File: config.mk
export PLATFORM = sky130hd
export DESIGN_NAME = led_scan_controller
export DESIGN_NICKNAME = d
export VERILOG_FILES = /design/src/rtl/led_scan_controller.sv
export SDC_FILE = /design/constraint.sdc
export NUM_CORES = 1
export LEC_CHECK = 0
export BUFFER_PORTS_ARGS = -buffer_cell sky130_fd_sc_hd__buf_4
export CAP_MARGIN = 20
export CORE_UTILIZATION = 30
export DETAILED_ROUTE_END_ITERATION = 16
export PLACE_DENSITY_LB_ADDON = 0.2
export SETUP_SLACK_MARGIN = 0.5
export SYNTH_ARGS = -nofsm -noshare
export SYNTH_HDL_FRONTEND = slang
export SYNTH_SLANG_ARGS = --single-unit
File: constraint.sdc
create_clock -name clk -period 3.7 [get_ports clk]
set_input_delay 0.185 -clock clk [delete_from_list [all_inputs] [get_ports clk]]
set_output_delay 0.185 -clock clk [all_outputs]
set_load 0.02 [all_outputs]
File: src/rtl/led_scan_controller.sv
// ============================================================================
// Module      : led_scan_controller
// Description : Four-digit multiplexed LED scanner with double-buffered
//               character data, per-digit blanking and frame-aligned commit.
// Revision    : 1.0 - initial release
// ============================================================================
`default_nettype none

module led_scan_controller #(
    parameter int TICK_DIV  = 4,
    parameter int BLANK_CYC = 1
) (
    input  logic        clk,
    input  logic        reset,
    input  logic        enable,
    input  logic        load,
    input  logic [15:0] data_in,
    output logic        ready,
    output logic        commit,
    output logic [3:0]  AN,
    output logic [3:0]  char,
    output logic [1:0]  digit
);

    localparam logic [1:0]  c_IDLE  = 2'd0;
    localparam logic [1:0]  c_BLANK = 2'd1;
    localparam logic [1:0]  c_SHOW  = 2'd2;

    localparam logic [15:0] c_TICK_LAST  = 16'(TICK_DIV - 1);
    localparam logic [15:0] c_BLANK_LAST = 16'(BLANK_CYC - 1);
    localparam logic        c_HAS_BLANK  = (BLANK_CYC != 0);
    localparam logic [1:0]  c_DIGIT_HEAD = c_HAS_BLANK ? c_BLANK : c_SHOW;

    logic [15:0] r_shadow;
    logic [15:0] r_display;
    logic        r_pending;
    logic        r_ready;
    logic        r_commit;
    logic [1:0]  r_state;
    logic [15:0] r_cnt;
    logic [1:0]  r_digit;
    logic [3:0]  r_an;
    logic [3:0]  r_char;

    logic [1:0]  w_state_nxt;
    logic [15:0] w_cnt_nxt;
    logic [1:0]  w_digit_nxt;
    logic        w_enter_show0;
    logic        w_commit;
    logic        w_load_ok;
    logic        w_pending_nxt;
    logic [15:0] w_display_nxt;
    logic [3:0]  w_an_nxt;
    logic [3:0]  w_char_nxt;

    always_comb begin
        w_state_nxt = r_state;
        w_cnt_nxt   = r_cnt;
        w_digit_nxt = r_digit;
        if (!enable) begin
            w_state_nxt = c_IDLE;
            w_cnt_nxt   = 16'd0;
            w_digit_nxt = 2'd0;
        end else begin
            case (r_state)
                c_IDLE: begin
                    w_state_nxt = c_DIGIT_HEAD;
                    w_cnt_nxt   = 16'd0;
                    w_digit_nxt = 2'd0;
                end
                c_BLANK: begin
                    if (r_cnt == c_BLANK_LAST) begin
                        w_state_nxt = c_SHOW;
                        w_cnt_nxt   = 16'd0;
                    end else begin
                        w_cnt_nxt = r_cnt + 16'd1;
                    end
                end
                c_SHOW: begin
                    if (r_cnt == c_TICK_LAST) begin
                        w_state_nxt = c_DIGIT_HEAD;
                        w_cnt_nxt   = 16'd0;
                        w_digit_nxt = r_digit + 2'd1;
                    end else begin
                        w_cnt_nxt = r_cnt + 16'd1;
                    end
                end
                default: begin
                    w_state_nxt = c_IDLE;
                    w_cnt_nxt   = 16'd0;
                    w_digit_nxt = 2'd0;
                end
            endcase
        end
    end

    // Staying inside an ongoing digit-0 SHOW is not an entry; only the first edge counts.
    assign w_enter_show0 = (w_state_nxt == c_SHOW) && (w_digit_nxt == 2'd0) &&
                           !((r_state == c_SHOW) && (r_digit == 2'd0));
    assign w_commit      = r_pending && ((r_state == c_IDLE) || w_enter_show0);
    assign w_load_ok     = load && r_ready;
    assign w_pending_nxt = w_load_ok ? 1'b1 : (w_commit ? 1'b0 : r_pending);
    assign w_display_nxt = w_commit ? r_shadow : r_display;

    // Outputs are registered from next-state values so they line up with the state they describe.
    assign w_an_nxt   = (w_state_nxt == c_SHOW) ? ~(4'b0001 << w_digit_nxt) : 4'b1111;
    assign w_char_nxt = (w_state_nxt == c_IDLE) ? 4'd0
                                                : w_display_nxt[{w_digit_nxt, 2'b00} +: 4];

    always_ff @(posedge clk) begin
        if (reset) begin
            r_shadow  <= 16'd0;
            r_display <= 16'd0;
            r_pending <= 1'b0;
            r_ready   <= 1'b1;
            r_commit  <= 1'b0;
            r_state   <= c_IDLE;
            r_cnt     <= 16'd0;
            r_digit   <= 2'd0;
            r_an      <= 4'b1111;
            r_char    <= 4'd0;
        end else begin
            if (w_load_ok) begin
                r_shadow <= data_in;
            end
            r_display <= w_display_nxt;
            r_pending <= w_pending_nxt;
            r_ready   <= !w_pending_nxt;
            r_commit  <= w_commit;
            r_state   <= w_state_nxt;
            r_cnt     <= w_cnt_nxt;
            r_digit   <= w_digit_nxt;
            r_an      <= w_an_nxt;
            r_char    <= w_char_nxt;
        end
    end

    assign ready  = r_ready;
    assign commit = r_commit;
    assign AN     = r_an;
    assign char   = r_char;
    assign digit  = r_digit;

endmodule

`default_nettype wire

# --- Word-level counts from Yosys, hierarchy flattened ---
# Index checks and enable logic that the tools add are counted.
classes:
  add_sub_neg: 2
  eq_ne: 4
  shifts: 2
  mux: 13
  bitwise_logic: 3
  reduce_logical: 16
ops:
  columns: ["operator", "count"]
  rows:
  - ["16-bit two-way mux", 3]
  - ["16-bit one-hot mux with 2 select lines", 1]
  - ["16-bit by 1-bit adder with 16-bit output, second input constant", 1]
  - ["16-bit by 2-bit equality test with 1-bit output, second input constant", 1]
  - ["16-bit zero test", 1]
  - ["16-bit by 5-bit variable part select with 4-bit output", 1]
  - ["2-bit two-way mux", 5]
  - ["2-bit zero test", 4]
  - ["2-bit one-hot mux with 3 select lines", 1]
  - ["2-bit OR reduction", 3]
  - ["1-bit logical AND", 5]
  - ["2-bit equality test, second input constant", 2]
  - ["4-bit NOT", 1]
  - ["2-bit one-hot mux with 2 select lines", 1]
  - ["1-bit by 2-bit << shifter with 4-bit output, first input constant", 1]
  - ["2-bit by 1-bit adder with 2-bit output, second input constant", 1]
  - ["2-bit by 1-bit equality test with 1-bit output, second input constant", 1]
  - ["1-bit zero test", 2]
  - ["1-bit two-way mux", 2]
  - ["1-bit NOT", 2]
  - ["1-bit logical OR", 1]
totals:
  reg_bits: 63
  input_bits: 20
  elab_cells: 50

# --- Depth between registers and ports, before layout ---
# Gate-level depths: netlist of the first run.
logic_depth:
  ltp_word: 12
  depth_mapped: 10

# --- Least setup slack after synthesis of the first run ---
# OpenSTA, ideal clock, no wires.
synth_timing:
  kind: "reg2reg"
  start: "register r_cnt[12]"
  end: "register r_char[0], in the netlist char[0]"
  setup_ps: 123
  t_arrival_ps: 2424
  required_ps: 3577
  setup_slack_ps: 1154
  path_stages_with_launch: 9
  period_less_slack_ps: 2546
  path_cell_list: "dfxtp_1 > or4_4 > o41ai_4 > a21oi_1 > nor4b_4 > buf_2 > nand4b_1 > a21oi_1 > o22ai_1"
synth_between:
  elab_chain_len: 11
synth_lines:
  columns: ["element", "line", "text"]
  rows:
  - ["from (decl)", "40", "logic [15:0] r_cnt;"]
  - ["from (signal assigned)", "131", "r_cnt <= w_cnt_nxt;"]
  - ["16-bit by 2-bit equality test with 1-bit output or 16-bit zero test (tied branches)", "80, 72", null]
  - ["2-bit two-way mux (on tied branches)", "80, 72", null]
  - ["2-bit one-hot mux with 3 select lines or 2-bit one-hot mux with 2 select lines (tied branches)", "65", "case (r_state)"]
  - ["2-bit two-way mux", "60", "if (!enable) begin"]
  - ["2-bit equality test or 2-bit zero test (tied branches)", "98", "assign w_enter_show0 = (w_state_nxt == c_SHOW) && (w_digit_nxt == 2'd0) &&"]
  - ["1-bit logical AND (2 in series)", "98", null]
  - ["1-bit logical OR", "100", "assign w_commit = r_pending && ((r_state == c_IDLE) || w_enter_show0);"]
  - ["1-bit logical AND", "100", null]
  - ["16-bit two-way mux", "103", "assign w_display_nxt = w_commit ? r_shadow : r_display;"]
  - ["16-bit by 5-bit variable part select with 4-bit output", "108", ": w_display_nxt[{w_digit_nxt, 2'b00} +: 4];"]
  - ["to (signal assigned)", "134", "r_char <= w_char_nxt;"]
  - ["to (decl)", "43", "logic [3:0] r_char;"]
# Parallel ways exist; a longest one is shown, timed or not.
# A chain may end at the register's enable or synchronous reset.

# --- Final worst setup path of the first run ---
layout_timing:
  start: "register r_cnt[0]"
  end: "register r_display[8]"
layout_between:
  elab_chain_len: 10
layout_lines:
  columns: ["element", "line", "text"]
  rows:
  - ["16-bit by 2-bit equality test with 1-bit output or 16-bit zero test (tied branches)", "80, 72", null]
  - ["2-bit two-way mux (on tied branches)", "80, 72", null]
  - ["2-bit one-hot mux with 3 select lines or 2-bit one-hot mux with 2 select lines (tied branches)", "65", null]
  - ["2-bit two-way mux", "60", null]
  - ["2-bit equality test or 2-bit zero test (tied branches)", "98", null]
  - ["1-bit logical AND * (2 in series)", "98", null]
  - ["1-bit logical OR *", "100", null]
  - ["1-bit logical AND *", "100", null]
  - ["16-bit two-way mux *", "103", null]
  - ["to (signal assigned)", "126", "r_display <= w_display_nxt;"]
  - ["to (decl)", "35", "logic [15:0] r_display;"]
# Every way passes the cells marked *; elsewhere a longest branch is shown, timed or not.

==> results of run 1 <==
-- final timing paths --
kind                                            endpoint  cells past startpoint  slack [ps]                      from
worst max-delay path             r_display[8]$_SDFF_PP0_                      9         720       r_cnt[0]$_SDFF_PP0_
worst min-delay path            r_shadow[2]$_SDFFE_PP0P_                      3         100                data_in[2]
worst max register to register   r_display[8]$_SDFF_PP0_                      9         720       r_cnt[0]$_SDFF_PP0_
worst min register to register  r_shadow[9]$_SDFFE_PP0P_                      2         460  r_shadow[9]$_SDFFE_PP0P_
-- cell families (layout without fill, tap and decap cells) --
group           Yosys count  after routing  synth area share (%)
fa+ha+maj                 7              7                  2.82
mux                       4              4                  1.29
flops                    63             63                  40.6
xor+xnor                 11             11                  3.11
simple gates            144            144                  24.7
compound gates          114            114                  22.5
buf+inv                  39             67                  5.00
-- metrics by stage --
step           power, mW  worst slack (ps)  instances
5_1_grt             1.62               508        543
3_5_place_dp       0.881               667        527
4_1_cts             1.58               641        543
3_3_place_gp       0.878               781        527
6_report            1.55               724        543
2_1_floorplan      0.830              1150        382
-- registers in the layout, indices dropped and copies added (netlist names) --
| register | flops |
|---|---|
| r_pending | 1 |
| AN | 4 |
| r_display | 16 |
| char | 4 |
| digit | 2 |
| r_cnt | 16 |
| commit | 1 |
| r_shadow | 16 |
| ready | 1 |
| r_state | 2 |
-- layer usage --
| metal | up-vias | routed length, um | share of wire [%] |
|---|---|---|---|
| met2 | 46 | 3330 | 45 |
| met4 | 0 | 72 | 0.98 |
| met1 | 1307 | 3700 | 50 |
| met3 | 8 | 267 | 3.6 |
| li1 | 1407 | - | - |
| met5 | - | 0 | 0 |
-- placed cells by master, fill, tap and decap left out, types with 8 or more instances in the layout --
master	count
sky130_fd_sc_hd__a211o_1	16
sky130_fd_sc_hd__a21oi_1	49
sky130_fd_sc_hd__buf_4	37
sky130_fd_sc_hd__clkbuf_8	11
sky130_fd_sc_hd__dfxtp_1	63
sky130_fd_sc_hd__inv_1	14
sky130_fd_sc_hd__nand2_1	51
sky130_fd_sc_hd__nand3b_1	16
sky130_fd_sc_hd__nor2_1	28
sky130_fd_sc_hd__o21ai_0	12
sky130_fd_sc_hd__o21ai_1	18
sky130_fd_sc_hd__xor2_1	8
-- power breakdown --
part | total [mW] | switching [mW] | internal [mW]
Combinational | 0.151 | 0.0872 | 0.0635
Sequential | 0.714 | 0.0171 | 0.697
Clock | 0.685 | 0.270 | 0.415
-- worst max-delay path: stages (launching register included) --
cell and delay (ps):
sky130_fd_sc_hd__dfxtp_1 390, sky130_fd_sc_hd__ha_1 220, sky130_fd_sc_hd__or3b_2 490, sky130_fd_sc_hd__or4_1 440, sky130_fd_sc_hd__nand3_1 120, sky130_fd_sc_hd__a31o_2 420, sky130_fd_sc_hd__a31oi_2 160, sky130_fd_sc_hd__buf_4 210
sky130_fd_sc_hd__or3_1 320, sky130_fd_sc_hd__a21oi_1 130
-- area by class of cell --
type	count	area [sq um]
multi-input combinational	280	1700
clock inverter	5	80.1
inverter	14	52.6
sequential	63	1260
clock buffer	11	151
tap	133	166
fill	1083	6220
timing repair buffer	37	278
==> metrics.log, run 1 <==
INFO  metric synth-warning-count = 0
INFO  metric firstDrtPassIters = 4
INFO  metric tns = 0 ps
INFO  metric netlist.top_cell.by_area = sky130_fd_sc_hd__dfxtp_1
INFO  metric gp_routability_congestion = 0.797
INFO  metric clock_path_buffers = 2
INFO  metric ctsResizeCount = 0
INFO  metric min_period_over_period = 80.4%
INFO  metric grt_use_met2 = a little over a fifth
INFO  metric number_of_setup_buffers_added_after_cts = 0
INFO  metric dr.first_iter.drc_count = 142
INFO  metric antenna-diode-count = 0
INFO  metric die_height = approximately 100 um
INFO  metric slew_violations = 0
INFO  metric post_synth_main_area_contributors = sky130_fd_sc_hd__dfxtp_1 41%, sky130_fd_sc_hd__a21oi_1 7.9%, sky130_fd_sc_hd__nand2_1 6.2%
INFO  metric globalRoute.totalOverflow = 0
INFO  metric synth_area = slightly above 0.003 sq mm
INFO  metric synth.top_cells.by_count = 63 x sky130_fd_sc_hd__dfxtp_1, 51 x sky130_fd_sc_hd__nand2_1, 49 x sky130_fd_sc_hd__a21oi_1
INFO  metric met3_demand_to_capacity_share_in_global_routing = roughly 3.5%
INFO  metric core_ar = about 0.01 sq mm
INFO  metric final_core_utilization = 37.2%
INFO  metric synth_cell_types = 40
INFO  metric worst-slew-pin-transition = between 700 and 800 ps
INFO  metric detailedPlacementHpwl = 5070 um
INFO  metric drive_gt1_share = around 16%
INFO  metric clock_skew = about 10 ps
INFO  metric cts_tree = built
INFO  metric synth_seq_area_share = about two fifths
INFO  metric most_used_flip_flop_cell_after_synthesis = sky130_fd_sc_hd__dfxtp_1
INFO  metric finalHoldWorstSlack = roughly 95 ps
INFO  metric count_of_max_cap_constraint_violations = 0
INFO  metric holdBufCountCts = 0
INFO  metric synthMostInstantiatedCell = sky130_fd_sc_hd__dfxtp_1
INFO  metric power_dens_cells = 420 mW/mm^2
INFO  metric grt_antenna_before_repair = 0
INFO  metric max-vdd-ir-drop = approximately 0.00023 V
INFO  metric async_flop_share = 0%
INFO  metric syn-num-nets = about 400
INFO  metric route.vias.total = 2768
INFO  metric finalInstanceArea = 0.00369 sq mm
INFO  metric final-setup-viol-count = 0
INFO  metric run_status = completed
INFO  metric buffer_ports.inserted = 31
INFO  metric critical_path_required = 3960 ps
INFO  metric drt_wl_total = approximately 7400 um
INFO  metric yosys_register_bits = 63
INFO  metric final-hold-violation-count = 0
INFO  metric detail_route.drc_violations = 0
INFO  metric antenna_violating_nets_post_route = 0
INFO  metric timing.critical_path.fanout_max = 20
INFO  metric placement_rows = 36
INFO  metric first_pass_grt_wire_length = 12400 um
INFO  metric pleak = between 1 and 1.5 nW
INFO  metric critPathLaunchType = register
INFO  metric critPathArrivalTime = roughly 3200 ps
INFO  metric floorplan.initialDensity = a little under a third
INFO  metric edff_count_synth = 0
INFO  metric htree_levels = 3
INFO  metric pin_count = 32
INFO  metric worstHoldPathType = in2reg
INFO  metric cts.clk_slew.worst_paths = 70 ps
INFO  metric yosys.area.top_type_share = about two fifths
INFO  metric post-route-min-period = about 3000 ps
INFO  metric numCtsBuffers = 9
INFO  metric worstSkewPairLatency = 340 ps
INFO  metric setup_repair_after_global_routing_missed_its_margin = false
INFO  metric die-width = roughly 100 um
INFO  metric die_area = 0.0108 sq mm
INFO  metric cts_sinks = between 60 and 70
INFO  metric buffer_cell_driving_the_clock_tree_root = sky130_fd_sc_hd__clkbuf_8
INFO  metric max_slew_margin = roughly 50%
INFO  metric globalRouteTotalUtil = around 14%
INFO  metric post_dp_cell_area = around 0.0034 sq mm
INFO  metric fmaxAchievable = ~0.34 GHz
INFO  metric global_route.peak_usage_layer = met2
INFO  metric syn_avg_cell_area = roughly 8 sq um
INFO  metric fin_nets = ~430
INFO  metric post_synthesis_cells = 382
INFO  metric routed_wire_length_per_instance = 13.6 um
INFO  metric first_global_vias = 2566
INFO  metric critPathKind = reg2reg
INFO  metric detail_route.vias_per_cell = between 5 and 6
INFO  metric setup.worst_path.end_class = register
INFO  metric grt_max_degree = 40
INFO  metric gr-usage-met1 = 19.2%
INFO  metric flow.area_growth_from_synthesis = 18.8%
(Power assumes the default switching activity.)
==> inputs of run 2 (changes only) <==
--- a/config.mk
+++ b/config.mk
@@ -5,6 +5,7 @@
 export SDC_FILE = /design/constraint.sdc
 export NUM_CORES = 1
 export LEC_CHECK = 0
+export ABC_AREA = 1
 export BUFFER_PORTS_ARGS = -buffer_cell sky130_fd_sc_hd__buf_4
 export CAP_MARGIN = 20
 export CORE_UTILIZATION = 30
==> constraint.sdc (replaced) <==
create_clock -name clk -period 2.61 [get_ports clk]
set_input_delay 0.1305 -clock clk [delete_from_list [all_inputs] [get_ports clk]]
set_output_delay 0.1305 -clock clk [all_outputs]
set_load 0.02 [all_outputs]
==> metrics.log, run 2 <==
INFO  metric proportion_of_total_power_due_to_net_switching = a little under a quarter
INFO  metric gp_routability_congestion = between 0.8 and 0.9
INFO  metric slew_violations = 0
INFO  metric post_dp_cell_area = a little over 0.003 sq mm
INFO  metric yosys.area.top_type_share = a little under half
INFO  metric detailedPlacementHpwl = 4320 um
INFO  metric tns = 0 ps
INFO  metric cts_tree = built
INFO  metric first_global_vias = approximately 2300
INFO  metric syn-num-nets = 407
INFO  metric final-hold-violation-count = 0
INFO  metric routed_wire_length_per_instance = approximately 12 um
INFO  metric fmaxAchievable = around 0.47 GHz
INFO  metric placed_cells = 509
INFO  metric layoutNonFillerInstCount = roughly 540
INFO  metric cts.clk_slew.worst_paths = 70 ps
INFO  metric cts_sinks = 63
INFO  metric core_ar = about 0.009 sq mm
INFO  metric placement_rows = 34
INFO  metric max-vdd-ir-drop = 0.000230 V
INFO  metric die_area = 0.00971 sq mm
INFO  metric final-setup-viol-count = 0
INFO  metric syn_avg_cell_area = approximately 7.4 sq um
INFO  metric critPathLaunchType = register
INFO  metric max_slew_margin = approximately 15%
INFO  metric fin_nets = 450
INFO  metric globalRouteTotalUtil = ~14%
INFO  metric antenna-diode-count = 0
INFO  metric setup_repair_after_global_routing_missed_its_margin = true
INFO  metric numCtsBuffers = 9
INFO  metric timing.critical_path.fanout_max = 6
INFO  metric flow.area_growth_from_synthesis = 33.3%
INFO  metric globalRoute.totalOverflow = 0
INFO  metric clock_path_buffers = 2
INFO  metric drt_wl_total = between 6000 and 7000 um
INFO  metric finalInstanceArea = 0.00373 sq mm
INFO  metric firstDrtPassIters = 11
INFO  metric critPathKind = reg2reg
INFO  metric total_power = about 2.3 mW
INFO  metric worst-slew-pin-transition = 1270 ps
INFO  metric detail_route.vias_per_cell = 4.53
INFO  metric post_synthesis_cells = between 300 and 400
INFO  metric clock_skew = 10.2 ps
INFO  metric floorplan.initialDensity = between 30% and 40%
INFO  metric pleak = between 1.5 and 2 nW
INFO  metric detail_route.drc_violations = 2
INFO  metric comb_power_share = 10.1%
INFO  metric setup.worst_path.end_class = register
INFO  metric holdBufCountCts = 0
INFO  metric violations = DRC
INFO  metric post-route-min-period = between 2000 and 2500 ps
INFO  metric min_period_over_period = 81.8%
INFO  metric async_flop_share = 0%
INFO  metric synth-warning-count = 0
INFO  metric dr.first_iter.drc_count = 126
INFO  metric worstHoldPathType = in2reg
INFO  metric htree_levels = 3
INFO  metric grt_antenna_before_repair = 0
INFO  metric antenna_violating_nets_post_route = 0
INFO  metric critical_path_required = 2850 ps
INFO  metric power_dens_cells = about 600 mW/mm^2
INFO  metric pin_count = 32
INFO  metric post_synth_main_area_contributors = sky130_fd_sc_hd__dfxtp_1 45%, sky130_fd_sc_hd__nand2_1 9.8%, sky130_fd_sc_hd__nand3_1 7.5%
INFO  metric count_of_max_cap_constraint_violations = 0
INFO  metric most-common-layout-cells = 60 x sky130_fd_sc_hd__nand2_1, 53 x sky130_fd_sc_hd__dfxtp_1, 51 x sky130_fd_sc_hd__inv_1, 46 x sky130_fd_sc_hd__nor2_1, 39 x sky130_fd_sc_hd__buf_4
INFO  metric first_pass_grt_wire_length = between 10000 and 15000 um
INFO  metric p_int = around 1.8 mW
INFO  metric synth_cell_types = 29
INFO  metric buffer_ports.inserted = 31
INFO  metric run_status = complete, but fails checks
INFO  metric critPathArrivalTime = around 2400 ps
INFO  metric netlist.top_cell.by_area = sky130_fd_sc_hd__dfxtp_1
INFO  metric synth_area = 0.00280 sq mm
INFO  metric die_height = 98.5 um
INFO  metric route.vias.total = 2426
INFO  metric yosys_register_bits = 63
INFO  metric buffer_cell_driving_the_clock_tree_root = sky130_fd_sc_hd__clkbuf_8
INFO  metric net_switching = between 500 and 600 uW
INFO  metric layout_commonest_cell = sky130_fd_sc_hd__nand2_1
INFO  metric grt_max_degree = 33
INFO  metric edff_count_synth = 0
INFO  metric filler_cell_count = roughly 880
INFO  metric worstSkewPairLatency = 340 ps
INFO  metric drive_gt1_share = between 20% and 30%
INFO  metric clock_network_power_share = between 40 and 50%
INFO  metric synth_seq_area_share = between 40% and 50%
INFO  metric die-width = around 100 um
INFO  metric synthMostInstantiatedCell = sky130_fd_sc_hd__nand2_1
INFO  metric sequentialPowerShare = roughly 45%
INFO  metric registers_with_the_most_flip_flops = r_cnt (16), r_display (16), r_shadow (16)
INFO  metric synth.top_cells.by_count = 73 x sky130_fd_sc_hd__nand2_1, 63 x sky130_fd_sc_hd__dfxtp_1, 53 x sky130_fd_sc_hd__inv_1
INFO  metric most_used_flip_flop_cell_after_synthesis = sky130_fd_sc_hd__dfxtp_1
run 2: cell count changes after synthesis, sizes merged, moves of 8 or more:
cell,previous run,this run
a211o,16,0
a21oi,49,25
clkbuf,16,7
inv,14,53
nand2,51,80
nand3,7,43
nand3b,16,2
nor2,28,58
o21ai,30,18
or3,8,0
run 2: timing repair:
item                       CTS  global route
pin swaps                    5            25
cloned                       1             3
setup endpoints to repair   20            23
buffers inserted             2             5
resized for setup           18            50
run 2: stage by stage:
stage	hold WS [ps]	worst slack, ps	utilization [%]
2_1_floorplan	195	555	-
3_3_place_gp	387	353	35.1
3_5_place_dp	391	298	35.1
4_1_cts	29.3	503	39.0
5_1_grt	55.7	348	41.9
6_report	44.1	476	41.9
run 2: routing by layer:
metal	wire (um)	share of wire [%]	GRT usage [%]
met1	3330	52	19.7
met2	2670	42	19.7
met3	283	4.4	3.40
met4	104	1.6	8.50
met5	0	0	0
run 2: power groups by stage:
stage / Sequential [mW] / Combinational [mW] / Clock [mW]
5_1_grt: 1.03 / 0.263 / 1.12
6_report: 1.03 / 0.231 / 1.04
3_5_place_dp: 1.04 / 0.186 / 0
2_1_floorplan: 1.04 / 0.131 / 0
3_3_place_gp: 1.04 / 0.185 / 0
4_1_cts: 1.02 / 0.195 / 1.07
run 2: critical path: stages (launching register included):
cell and delay (ps):
sky130_fd_sc_hd__dfxtp_2 370, sky130_fd_sc_hd__ha_4 160, sky130_fd_sc_hd__nand2_2 60, sky130_fd_sc_hd__nor2_4 130, sky130_fd_sc_hd__nand3_1 150, sky130_fd_sc_hd__a21oi_4 220, sky130_fd_sc_hd__a21oi_4 90, sky130_fd_sc_hd__nand2_4 170
sky130_fd_sc_hd__nand2_8 120, sky130_fd_sc_hd__nand2_8 170, sky130_fd_sc_hd__nand2_2 70, sky130_fd_sc_hd__nand3_1 90, sky130_fd_sc_hd__nand2_1 60, sky130_fd_sc_hd__nor2_1 100, sky130_fd_sc_hd__nor2_1 50
run 2: final cells by class:
type	count	area, sq um	area share (%)
timing repair buffer	39	293	7.86
clock inverter	5	105	2.82
clock buffer	11	141	3.79
inverter	53	199	5.34
multi-input combinational	257	1580	42.3
tap	108	135	3.63
sequential	63	1280	34.2
run 2: cells by family after synthesis:
kind of cell	Yosys count	share of synthesized area (%)
AND/OR/NAND/NOR	194	31.7
buffers and inverters	64	9.04
flip-flops	63	45.1
AO/OA/AOI/OAI	45	8.81
XOR/XNOR	7	2.19
adder cells (fa/ha/maj)	7	3.13
run 2: final timing paths:
kind	cells after the start	endpoint	start	slack [ps]
worst min-delay path	3	r_shadow[12]$_SDFFE_PP0P_	data_in[12]	40
worst max-delay path	14	char[0]$_SDFF_PP0_	r_cnt[0]$_SDFF_PP0_	480
worst max register to register	14	char[0]$_SDFF_PP0_	r_cnt[0]$_SDFF_PP0_	480
worst min register to register	2	r_shadow[6]$_SDFFE_PP0P_	r_shadow[6]$_SDFFE_PP0P_	470
